==> config.mk <==
export PLATFORM = sky130hd
export DESIGN_NAME = eth_latency_tracker
export DESIGN_NICKNAME = d
export VERILOG_FILES = /design/src/rtl/eth_latency_pkg.sv /design/src/rtl/eth_latency_log_fifo.sv /design/src/rtl/eth_latency_tracker.sv
export SDC_FILE = /design/constraint.sdc
export NUM_CORES = 2
export LEC_CHECK = 0
export CORE_ASPECT_RATIO = 1.5
export CORE_MARGIN = 2
export CORE_UTILIZATION = 45
export CTS_CLUSTER_SIZE = 24
export DETAILED_ROUTE_END_ITERATION = 12
export GPL_ROUTABILITY_DRIVEN = 0
export PLACE_DENSITY = 0.69
export SYNTH_ARGS = -nofsm -noshare
export SYNTH_HDL_FRONTEND = slang
export SYNTH_SLANG_ARGS = --single-unit
==> constraint.sdc <==
create_clock -name clk -period 10.75 [get_ports clk]
set_input_delay 2.15 -clock clk [delete_from_list [all_inputs] [get_ports clk]]
set_output_delay 2.15 -clock clk [all_outputs]
set_load 0.02 [all_outputs]
==> src/rtl/eth_latency_pkg.sv <==
// Shared types for the probe latency tracker: record status codes, log record,
// probe slot layout and the latency saturation helper.
package eth_latency_pkg;

    // Upper bounds on the configurable widths; records and slots are sized to these.
    localparam int unsigned SEQ_MAX_W  = 64;
    localparam int unsigned TIME_MAX_W = 64;
    localparam int unsigned LAT_MAX_W  = 64;

    typedef enum logic [1:0] {
        ST_OK        = 2'd0,
        ST_TIMEOUT   = 2'd1,
        ST_UNMATCHED = 2'd2
    } status_e;

    typedef struct packed {
        status_e                status;
        logic [LAT_MAX_W-1:0]   latency;
        logic [SEQ_MAX_W-1:0]   seq;
    } log_rec_t;

    typedef struct packed {
        logic                   busy;
        logic [SEQ_MAX_W-1:0]   seq;
        logic [TIME_MAX_W-1:0]  ts;
    } slot_t;

    // Clamp a tick count to lat_w bits, returning all-ones when it does not fit.
    function automatic logic [LAT_MAX_W-1:0] saturate(input logic [TIME_MAX_W-1:0] diff,
                                                      input int unsigned lat_w);
        logic [LAT_MAX_W-1:0] mask;
        mask = (lat_w >= LAT_MAX_W) ? '1 : ((LAT_MAX_W'(1) << lat_w) - LAT_MAX_W'(1));
        return ((diff & ~mask) != '0) ? mask : diff;
    endfunction

endpackage

==> src/rtl/eth_latency_log_fifo.sv <==
// Synchronous first-word-fall-through FIFO for log records; full/empty from occupancy.
module eth_latency_log_fifo #(
    parameter int W     = 8,
    parameter int DEPTH = 4
) (
    input  logic         clk,
    input  logic         rst,
    input  logic         wr_en_i,
    input  logic [W-1:0] wr_data_i,
    input  logic         rd_en_i,
    output logic         full_o,
    output logic         empty_o,
    output logic [W-1:0] rd_data_o
);

    localparam int AW = $clog2(DEPTH);

    logic [W-1:0]  mem_q [DEPTH];
    logic [AW-1:0] wr_ptr_q, wr_ptr_d, rd_ptr_q, rd_ptr_d;
    logic [AW:0]   count_q, count_d;
    logic          push, pop;

    assign full_o    = (count_q == (AW+1)'(DEPTH));
    assign empty_o   = (count_q == '0);
    assign push      = wr_en_i & ~full_o;
    assign pop       = rd_en_i & ~empty_o;
    assign rd_data_o = empty_o ? '0 : mem_q[rd_ptr_q];

    assign wr_ptr_d = push ? wr_ptr_q + AW'(1) : wr_ptr_q;
    assign rd_ptr_d = pop ? rd_ptr_q + AW'(1) : rd_ptr_q;
    assign count_d  = count_q + (AW+1)'(push) - (AW+1)'(pop);

    // NOTE: non-blocking assignments in clocked blocks so every flop samples pre-edge values.
    always_ff @(posedge clk) begin
        if (rst) begin
            wr_ptr_q <= '0;
            rd_ptr_q <= '0;
            count_q  <= '0;
        end else begin
            wr_ptr_q <= wr_ptr_d;
            rd_ptr_q <= rd_ptr_d;
            count_q  <= count_d;
        end
    end

    // NOTE: storage is not reset; stale words are never visible because rd_data_o is gated by empty_o.
    always_ff @(posedge clk) begin
        if (push) mem_q[wr_ptr_q] <= wr_data_i;
    end

endmodule

==> src/rtl/eth_latency_tracker.sv <==
// Multi-slot probe round-trip latency tracker with timeout scanner and log FIFO.
// Optional latency min/max/sum statistics build with ETH_LATENCY_STATS_EN.
module eth_latency_tracker
    import eth_latency_pkg::*;
#(
    parameter int C_NUM_SLOTS  = 8,
    parameter int C_SEQ_WIDTH  = 32,
    parameter int C_TIME_WIDTH = 64,
    parameter int C_LAT_WIDTH  = 32,
    parameter int C_LOG_DEPTH  = 4
) (
    input  logic                                     clk,
    input  logic                                     rst,
    input  logic [C_TIME_WIDTH-1:0]                  current_time,
    input  logic                                     time_running,
    input  logic                                     enable,
    input  logic [C_LAT_WIDTH-1:0]                   timeout,
    input  logic                                     tx_valid,
    output logic                                     tx_ready,
    input  logic [C_SEQ_WIDTH-1:0]                   tx_seq,
    input  logic                                     rx_valid,
    input  logic [C_SEQ_WIDTH-1:0]                   rx_seq,
    output logic                                     m_axis_log_tvalid,
    input  logic                                     m_axis_log_tready,
    output logic [2+C_LAT_WIDTH+C_SEQ_WIDTH-1:0]     m_axis_log_tdata,
    output logic [31:0]                              stat_ok,
    output logic [31:0]                              stat_timeout,
    output logic [31:0]                              stat_unmatched,
    output logic [31:0]                              stat_overflow,
    output logic [C_LAT_WIDTH-1:0]                   stat_lat_min,
    output logic [C_LAT_WIDTH-1:0]                   stat_lat_max,
    output logic [63:0]                              stat_lat_sum
);

    localparam int IDX_W = $clog2(C_NUM_SLOTS);
    localparam int REC_W = 2 + C_LAT_WIDTH + C_SEQ_WIDTH;

    slot_t                   slots_q [C_NUM_SLOTS];
    slot_t                   slots_d [C_NUM_SLOTS];
    slot_t                   rx_slot, scan_slot;
    logic [IDX_W-1:0]        tx_idx, rx_idx, scan_ptr_q, scan_ptr_d;
    logic [C_TIME_WIDTH-1:0] rx_diff, scan_diff;
    logic [LAT_MAX_W-1:0]    rx_sat, scan_sat;
    logic                    tx_fire, rx_match, scan_stall, scan_hit;
    logic                    fifo_full, fifo_empty;
    log_rec_t                wr_rec;
    logic [REC_W-1:0]        wr_data;
    logic [31:0]             stat_ok_q, stat_timeout_q, stat_unmatched_q, stat_overflow_q;
    logic                    unused_bits;

    assign tx_idx    = tx_seq[IDX_W-1:0];
    assign rx_idx    = rx_seq[IDX_W-1:0];
    assign rx_slot   = slots_q[rx_idx];
    assign scan_slot = slots_q[scan_ptr_q];

    assign tx_ready = enable & ~rst & ~slots_q[tx_idx].busy;
    assign tx_fire  = tx_valid & tx_ready;

    // Elapsed ticks wrap with the timer, so plain modular subtraction is correct.
    assign rx_diff   = current_time - rx_slot.ts[C_TIME_WIDTH-1:0];
    assign scan_diff = current_time - scan_slot.ts[C_TIME_WIDTH-1:0];
    assign rx_sat    = saturate(TIME_MAX_W'(rx_diff), C_LAT_WIDTH);
    assign scan_sat  = saturate(TIME_MAX_W'(scan_diff), C_LAT_WIDTH);

    assign rx_match   = rx_valid & rx_slot.busy & (rx_slot.seq[C_SEQ_WIDTH-1:0] == rx_seq);
    assign scan_stall = rx_valid | fifo_full | ~time_running | (timeout == '0) | ~enable;
    assign scan_hit   = ~scan_stall & scan_slot.busy & (scan_diff > C_TIME_WIDTH'(timeout));

    // NOTE: every always_comb output gets a default first so no path can infer a latch.
    always_comb begin
        wr_rec = '0;
        if (rx_valid) begin
            wr_rec.status  = rx_match ? ST_OK : ST_UNMATCHED;
            wr_rec.latency = rx_match ? rx_sat : '0;
            wr_rec.seq     = SEQ_MAX_W'(rx_seq);
        end else if (scan_hit) begin
            wr_rec.status  = ST_TIMEOUT;
            wr_rec.latency = scan_sat;
            wr_rec.seq     = scan_slot.seq;
        end
    end

    assign wr_data = {wr_rec.status, wr_rec.latency[C_LAT_WIDTH-1:0], wr_rec.seq[C_SEQ_WIDTH-1:0]};

    // rx, tx and scanner never touch the same slot in one cycle: tx needs a free
    // slot, rx and the scanner need a busy one, and the scanner stalls on rx.
    always_comb begin
        slots_d    = slots_q;
        scan_ptr_d = scan_ptr_q;
        if (!enable) begin
            for (int i = 0; i < C_NUM_SLOTS; i++) slots_d[i] = '0;
            scan_ptr_d = '0;
        end else begin
            if (tx_fire)
                slots_d[tx_idx] = '{busy: 1'b1, seq: SEQ_MAX_W'(tx_seq),
                                    ts: TIME_MAX_W'(current_time)};
            if (rx_match)    slots_d[rx_idx].busy     = 1'b0;
            if (scan_hit)    slots_d[scan_ptr_q].busy = 1'b0;
            if (!scan_stall) scan_ptr_d = scan_ptr_q + IDX_W'(1);
        end
    end

    always_ff @(posedge clk) begin
        if (rst) begin
            for (int i = 0; i < C_NUM_SLOTS; i++) slots_q[i] <= '0;
            scan_ptr_q       <= '0;
            stat_ok_q        <= '0;
            stat_timeout_q   <= '0;
            stat_unmatched_q <= '0;
            stat_overflow_q  <= '0;
        end else begin
            slots_q          <= slots_d;
            scan_ptr_q       <= scan_ptr_d;
            stat_ok_q        <= stat_ok_q + 32'(rx_match);
            stat_timeout_q   <= stat_timeout_q + 32'(scan_hit);
            stat_unmatched_q <= stat_unmatched_q + 32'(rx_valid & ~rx_match);
            stat_overflow_q  <= stat_overflow_q + 32'(rx_valid & fifo_full);
        end
    end

    eth_latency_log_fifo #(
        .W     (REC_W),
        .DEPTH (C_LOG_DEPTH)
    ) u_log_fifo (
        .clk       (clk),
        .rst       (rst),
        .wr_en_i   (rx_valid | scan_hit),
        .wr_data_i (wr_data),
        .rd_en_i   (m_axis_log_tready),
        .full_o    (fifo_full),
        .empty_o   (fifo_empty),
        .rd_data_o (m_axis_log_tdata)
    );

    assign m_axis_log_tvalid = ~fifo_empty;
    assign stat_ok           = stat_ok_q;
    assign stat_timeout      = stat_timeout_q;
    assign stat_unmatched    = stat_unmatched_q;
    assign stat_overflow     = stat_overflow_q;

`ifdef ETH_LATENCY_STATS_EN
    logic [C_LAT_WIDTH-1:0] rx_lat, lat_min_q, lat_max_q;
    logic [63:0]            lat_sum_q;
    logic [64:0]            sum_ext;

    assign rx_lat  = rx_sat[C_LAT_WIDTH-1:0];
    assign sum_ext = {1'b0, lat_sum_q} + 65'(rx_lat);

    always_ff @(posedge clk) begin
        if (rst) begin
            lat_min_q <= '1;
            lat_max_q <= '0;
            lat_sum_q <= '0;
        end else if (rx_match) begin
            if (rx_lat < lat_min_q) lat_min_q <= rx_lat;
            if (rx_lat > lat_max_q) lat_max_q <= rx_lat;
            lat_sum_q <= sum_ext[64] ? '1 : sum_ext[63:0];
        end
    end

    assign stat_lat_min = lat_min_q;
    assign stat_lat_max = lat_max_q;
    assign stat_lat_sum = lat_sum_q;
`else
    assign stat_lat_min = '1;
    assign stat_lat_max = '0;
    assign stat_lat_sum = '0;
`endif

    // Records and slots are sized for the widest configuration; fold the spare bits here.
    assign unused_bits = ^{rx_slot, scan_slot, rx_sat, scan_sat, wr_rec};

endmodule

# Word-level counts from Yosys, hierarchy flattened
# Memory sizes are Yosys's and may differ from the RTL's. A register that Yosys moved wholly into a read port is not among the register bits.
# Index checks and enable logic that the tools add are counted.
# Widths: inputs -> output; s select.
[word_totals] ff_bits=1170 input_bits=167 n_memories=1 output_inout_bits=324 mem_bits_rw=264
[memory_table] name="u_log_fifo.mem_q" words=4 word_bits=66 read_ports=1 rd_ports_with_merged_regs=1 write_ports=1 line_no="eth_latency_log_fifo.sv:18" source="logic [W-1:0] mem_q [DEPTH];"
[classes] n_addsub=11 mux=34 eq_ne=2 bitwise=27 n_reduce_logical=8 magnitude_cmp=7
[ops] cell="$mux 1032" count=5
[ops] cell="$bwmux 1032" count=3
[ops] cell="$mux 129" count=10
[ops] cell="$bmux 129 s3" count=3
[ops] cell="$demux 129 s3" count=3
[ops] cell="$mux 64" count=3
[ops] cell="$mux 130" count=1
[ops] cell="$reduce_bool 64->1" count=2
[ops] cell="$sub 64x64->64" count=2
[ops] cell="$add 32x1->32" count=3
[ops] cell="$mux 66" count=1
[ops] cell="$gt 64x32->1" count=1
[ops] cell="$add 32x32->32" count=1
[ops] cell="$and 1x32->32" count=1
[ops] cell="$eq 32x32->1" count=1
[ops] cell="$logic_not 32->1" count=1
[ops] cell="$not 1->32" count=1
[ops] cell="$ge 4x4->1 const B" count=3
[ops] cell="$lt 4x1->1 const B" count=3
[ops] cell="$not 3->4" count=3
[ops] cell="$and 1x1->1" count=10
[ops] cell="$not 1->1" count=7
[ops] cell="$mux 2" count=3
[ops] cell="$or 1x1->1" count=5
[ops] cell="other kinds (9)" count=13

# Logic depth before layout (Yosys ltp)
[logic_depth] ltp_word=14 depth_mapped=38 ltp_nobuf=34

# Cells and area by module
# A second synthesis with hierarchy kept.
[unflattened] hier_cells=7717 area_unflattened_um2=63731.1
[by_module_without_submodules] mod="eth_latency_tracker" area_per_inst_um2=53282.4 seq_area_each_um2=18157.4 cells_per_inst=7249 n_inst=1
[by_module_without_submodules] mod="eth_latency_log_fifo" area_per_inst_um2=10448.8 seq_area_each_um2=8107.8 cells_per_inst=468 n_inst=1

# Least setup slack after synthesis
# Ideal clock, no wire load.
[synth_timing] path_type="input to register" startpoint="in current_time[0]" endpoint="mem u_log_fifo.mem_q[0][0] (netlist bit) (enable)" setup_ps=431 stages=21 path_buffers=1 slack_ps=2770 arrival_ps=7549 cell_sequence="clkbuf_1 inv_1 ha_1 nand3b_1 a21oi_1 o21ai_0 a2111oi_2 nor2_1 o21ai_0 a21oi_1 xnor2_1 ha_1 nand4_1 o21ai_0 nor2_1 a31oi_1 a211oi_1 a41o_1 inv_2 a2bb2oi_2 and2_1"
[synth_between] elab_chain_cells=7
[synth_lines] item="start, declared" line_no="eth_latency_tracker.sv:14" source="input logic [C_TIME_WIDTH-1:0] current_time,"
[synth_lines] item="$sub 64x64->64" line_no="eth_latency_tracker.sv:61" source="assign scan_diff = current_time - scan_slot.ts[C_TIME_WIDTH-1:0];"
[synth_lines] item="$gt 64x32->1" line_no="eth_latency_tracker.sv:67" source="assign scan_hit = ~scan_stall & scan_slot.busy & (scan_diff > C_TIME_WIDTH'(timeout));"
[synth_lines] item="$and 1x1->1" line_no="eth_latency_tracker.sv:67"
[synth_lines] item="$or 1x1->1" line_no="eth_latency_tracker.sv:127" source=".wr_en_i (rx_valid | scan_hit),"
[synth_lines] item="$and 1x1->1" line_no="eth_latency_log_fifo.sv:25" source="assign push = wr_en_i & ~full_o;"
[synth_lines] item="via u_log_fifo.push" line_no="eth_latency_log_fifo.sv:21" source="logic push, pop;"
[synth_lines] item="$mux 1" line_no="eth_latency_log_fifo.sv:48" source="if (push) mem_q[wr_ptr_q] <= wr_data_i;"
[synth_lines] item="$mux 1 (not written as such)" line_no="eth_latency_log_fifo.sv:48"
[synth_lines] item="end, declared" line_no="eth_latency_log_fifo.sv:18"
# The timed path passes the listed nets, and every way through them passes these cells.

# Worst setup path after layout
[layout_timing] startpoint="in rx_seq[1]" endpoint="mem u_log_fifo.mem_q[1][35] (netlist bit), data pin"
[layout_between] elab_chain_cells=9 word_cells_on_any_way=12
[layout_lines] item="start, declared" line_no="eth_latency_tracker.sv:22" source="input logic [C_SEQ_WIDTH-1:0] rx_seq,"
[layout_lines] item="$not 3->4 (not written as such)" line_no="eth_latency_tracker.sv:53" source="assign rx_slot = slots_q[rx_idx];"
[layout_lines] item="$bmux 129 s3" line_no="eth_latency_tracker.sv:53"
[layout_lines] item="$mux 129 (not written as such) (2 in series)" line_no="eth_latency_tracker.sv:53"
[layout_lines] item="$sub 64x64->64" line_no="eth_latency_tracker.sv:60" source="assign rx_diff = current_time - rx_slot.ts[C_TIME_WIDTH-1:0];"
[layout_lines] item="$reduce_bool 64->1" line_no="eth_latency_pkg.sv:33" source="return ((diff & ~mask) != '0) ? mask : diff;"
[layout_lines] item="$mux 64" line_no="eth_latency_pkg.sv:33"
[layout_lines] item="$mux 64 (*)" line_no="eth_latency_tracker.sv:74" source="wr_rec.latency = rx_match ? rx_sat : '0;"
[layout_lines] item="$mux 130 (*)" line_no="eth_latency_tracker.sv:72" source="if (rx_valid) begin"
[layout_lines] item="via u_log_fifo.wr_data_i[35]" line_no="eth_latency_log_fifo.sv:9" source="input logic [W-1:0] wr_data_i,"
# Mark *: on every way through the listed nets, which the timed path passes. The rest lies on a longest branch. The select of a mux whose other input is x is not followed.

==> results.cfg <==
[global_routing]
top_usage_layer = met2
gr-total-overflow = 0
grt_pass1_wl_um = 365400
use_met1 = 0.3928
grt_max_degree = 251
antenna_found_initial = 30
grt_util_all_layers = 0.3394
grt_pass1_vias = 57577
met2_usage = 0.5347
grt_use_met3 = 0.09667

[placement]
dp_hpwl_um = 159200
port_buffers = 362
place_ws_ps = 856.7

[yosys]
muxShareOfSynthArea = 0.03231
synth_adder_area_share = 0.03553
ys_seq_area_frac = 0.4195
synth_commonest_cells = 1724 x nand2_1, 968 x a21oi_1, 916 x dfxtp_1, 478 x clkbuf_1, 439 x a22oi_1
yosys-top-cells-area = dfxtp_1 29%, edfxtp_1 13%, nand2_1 10%
synth_largest_area_cell = dfxtp_1
synth_compound_area_frac = 0.2214
synth_edf_count = 264
synth_top_area_frac = 0.2929
yosys.area_share.simple = 0.1941
netlist_area_sq_um = 62620
synth_most_common_cell = nand2_1
yosys_register_bits = 1180
synth_top_family_by_area = compound AO/OA/AOI/OAI gates
yosysWarnings = 0
synthXorXnorAreaFrac = 0.03231
synth_cell_types = 94
synth_flop_cell = dfxtp_1
synth_cells = 7488
avgSynthCellArea_sq_um = 8.362
async_flop_share = 0

[final_layout]
fin_nets = 7769
fin_util = 0.5084
syn2layout_area_growth_pct = 12.13
drive_gt1_frac = 0.05918

[timing]
finalCritPeriodShare = 0.9032
fmax_mhz = 103.0
worstMarginPinSlew_ps = 1655
tns_ps = 0
post-route-min-period_ps = 9710
hold_viol_final = 0
setup_ws_ps = 1040
skew_ps = 56.87
setup_viol = 0
maxSlewViolCount = 131
rsz0062_at_grt = no
max_slew_margin = -0.1031

[clocking]
clkSlewWorstSetupHoldPaths_ps = 70
postCtsSetupBuffers = 0
clockRootBuffer = clkbuf_16
cts_sinks = 1180
ctsResizeCount = 0
cts_buffer_depth = 3
htreeDepth = 3
clk_latency_ps = 800
numCtsBuffers = 109
cts_tree = built
postCtsHoldBufs = 0

[die]
die_w_um = 308.6
die_h_um = 460.9
row_count = 167
die_area_sq_um = 142200
start_util = 0.4534
io_pins = 491
core_sq_um = 138100

[critical_path]
critical_path_class = input pin to flip-flop
r2r_cells = 30
r2r_setup_slack_ps = 1600
cp_data_required_time_ps = 11190
crit_fanout = 45
cp-end-kind = flip-flop
start_kind = input pin
reg2reg_to = stat_timeout[29]
cp.arrival_ps = 10150
rr_startpoint = scan_ptr_q[1]

[detailed_routing]
drtIter0Drc = 9264
ant_nets = 0
vias = 61059
vias_per_cell = 6.496
drc = 0
first_pass_iters = 9
drt_wl_total_um = 251500
routedWlPerCell_um = 26.76

[pwr]
finalPower_mw = 10.78
powerDensity_nw_per_um2 = 153.5
power.leakage_nw = 22.39
peakVddDrop_mv = 0.1461

[min_path]
min_path_cells = 2
hp-class = flip-flop to flip-flop

[status]
run_status = finished, violations left
violations = slew limit

[run]
max-cap-violations = 0
[per-layer routing]
metal | up-vias | routed length [um]
met5 | - | 162
met2 | 4574 | 111900
met3 | 1261 | 32930
met1 | 28711 | 86310
met4 | 24 | 20250
li1 | 26489 | -
[worst max-delay path, stage by stage]
cell             delay [ps]
clkdlybuf4s50_1        1020
nor2b_1                 640
nor2b_4                 770
buf_12                  410
a221oi_1                150
and3_1                  250
ha_1                    460
nand4_1                 140
or3_1                   340
or3_1                   390
nor2_1                  290
o21ai_1                 440
a211oi_2                480
o21ai_0                 210
xnor2_1                 220
a211oi_1                280
o2111ai_1               210
nor4_4                  300
buf_4                   470
a41o_1                  230
o21ai_0                 180
[cell usage in the layout (no fill, tap or decap), types with 23 or more instances in the layout]
| cell type | Yosys | layout |
|---|---|---|
| a21oi_1 | 968 | 968 |
| and4_1 | 60 | 60 |
| a221oi_1 | 93 | 93 |
| inv_1 | 79 | 79 |
| nor3_1 | 37 | 32 |
| nand2_1 | 1724 | 1720 |
| xnor2_1 | 89 | 87 |
| o21ai_0 | 161 | 161 |
| nand2b_1 | 24 | 23 |
| nand3_1 | 93 | 90 |
| nand4_1 | 102 | 102 |
| conb_1 | 2 | 128 |
| clkdlybuf4s50_1 | 0 | 358 |
| or3_1 | 29 | 26 |
| a41o_1 | 34 | 34 |
| mux4_2 | 74 | 74 |
| nor4_1 | 57 | 57 |
| nor2b_1 | 40 | 39 |
| xor2_1 | 142 | 142 |
| buf_4 | 217 | 100 |
| ha_1 | 173 | 173 |
| clkbuf_16 | 0 | 110 |
| and2_1 | 90 | 84 |
| a22o_1 | 118 | 118 |
| edfxtp_1 | 264 | 264 |
| dfxtp_1 | 916 | 914 |
| and3_1 | 132 | 130 |
| o22ai_1 | 137 | 137 |
| nor2_1 | 327 | 318 |
| a22oi_1 | 439 | 439 |
| a21o_1 | 43 | 43 |
[logic make-up after synthesis]
kind of cell,count (synthesis)
DFF,1180
adders and majority gates,176
xor gates and xnor gates,231
AOI/OAI and AO/OA,2186
and+or+nand+nor,2753
other,2
buffers and inverters,852
muxes,108
[through the flow]
stage | cell area [sq um] | cells | hold WS [ps]
after floorplan | 63090 | 7614 | 445.9
after CTS | 70160 | 9379 | 470.8
after detailed placement | 66490 | 9174 | 461.3
final | 70210 | 9399 | 471.8
after global placement | 66490 | 9174 | 453.6
after global routing | 70190 | 9389 | 483.7
[power breakdown]
part,total [mW],internal [mW],switching [mW]
registers,4.75,4.67,0.0764
clock network,4.05,2.19,1.86
logic,1.98,0.756,1.23
total,10.8,7.62,3.16
[final cells by class]
| type | count | area, sq um |
|---|---|---|
| fillers | 12754 | 67900 |
| multi-input cells | 5582 | 33000 |
| flip-flops and latches | 1180 | 26270 |
| repair buffers | 473 | 4589 |
| clock buffers | 145 | 3014 |
| well taps | 1859 | 2326 |
| clock inverters | 60 | 660.6 |
| inverters | 80 | 300.3 |
| diodes | 20 | 50.05 |
[worst max path at each step]
stage,start,depth (start not counted),to
2_1_floorplan,current_time[0],21,u_log_fifo.mem_q[0][0]
3_3_place_gp,rx_seq[1],21,u_log_fifo.mem_q[0][35]
3_5_place_dp,rx_seq[1],21,u_log_fifo.mem_q[0][35]
4_1_cts,rx_seq[1],21,u_log_fifo.mem_q[1][35]
5_1_grt,current_time[7],26,stat_timeout[29]
6_report,rx_seq[1],21,u_log_fifo.mem_q[1][35]
Note: power is estimated with default switching activity, not from simulation.
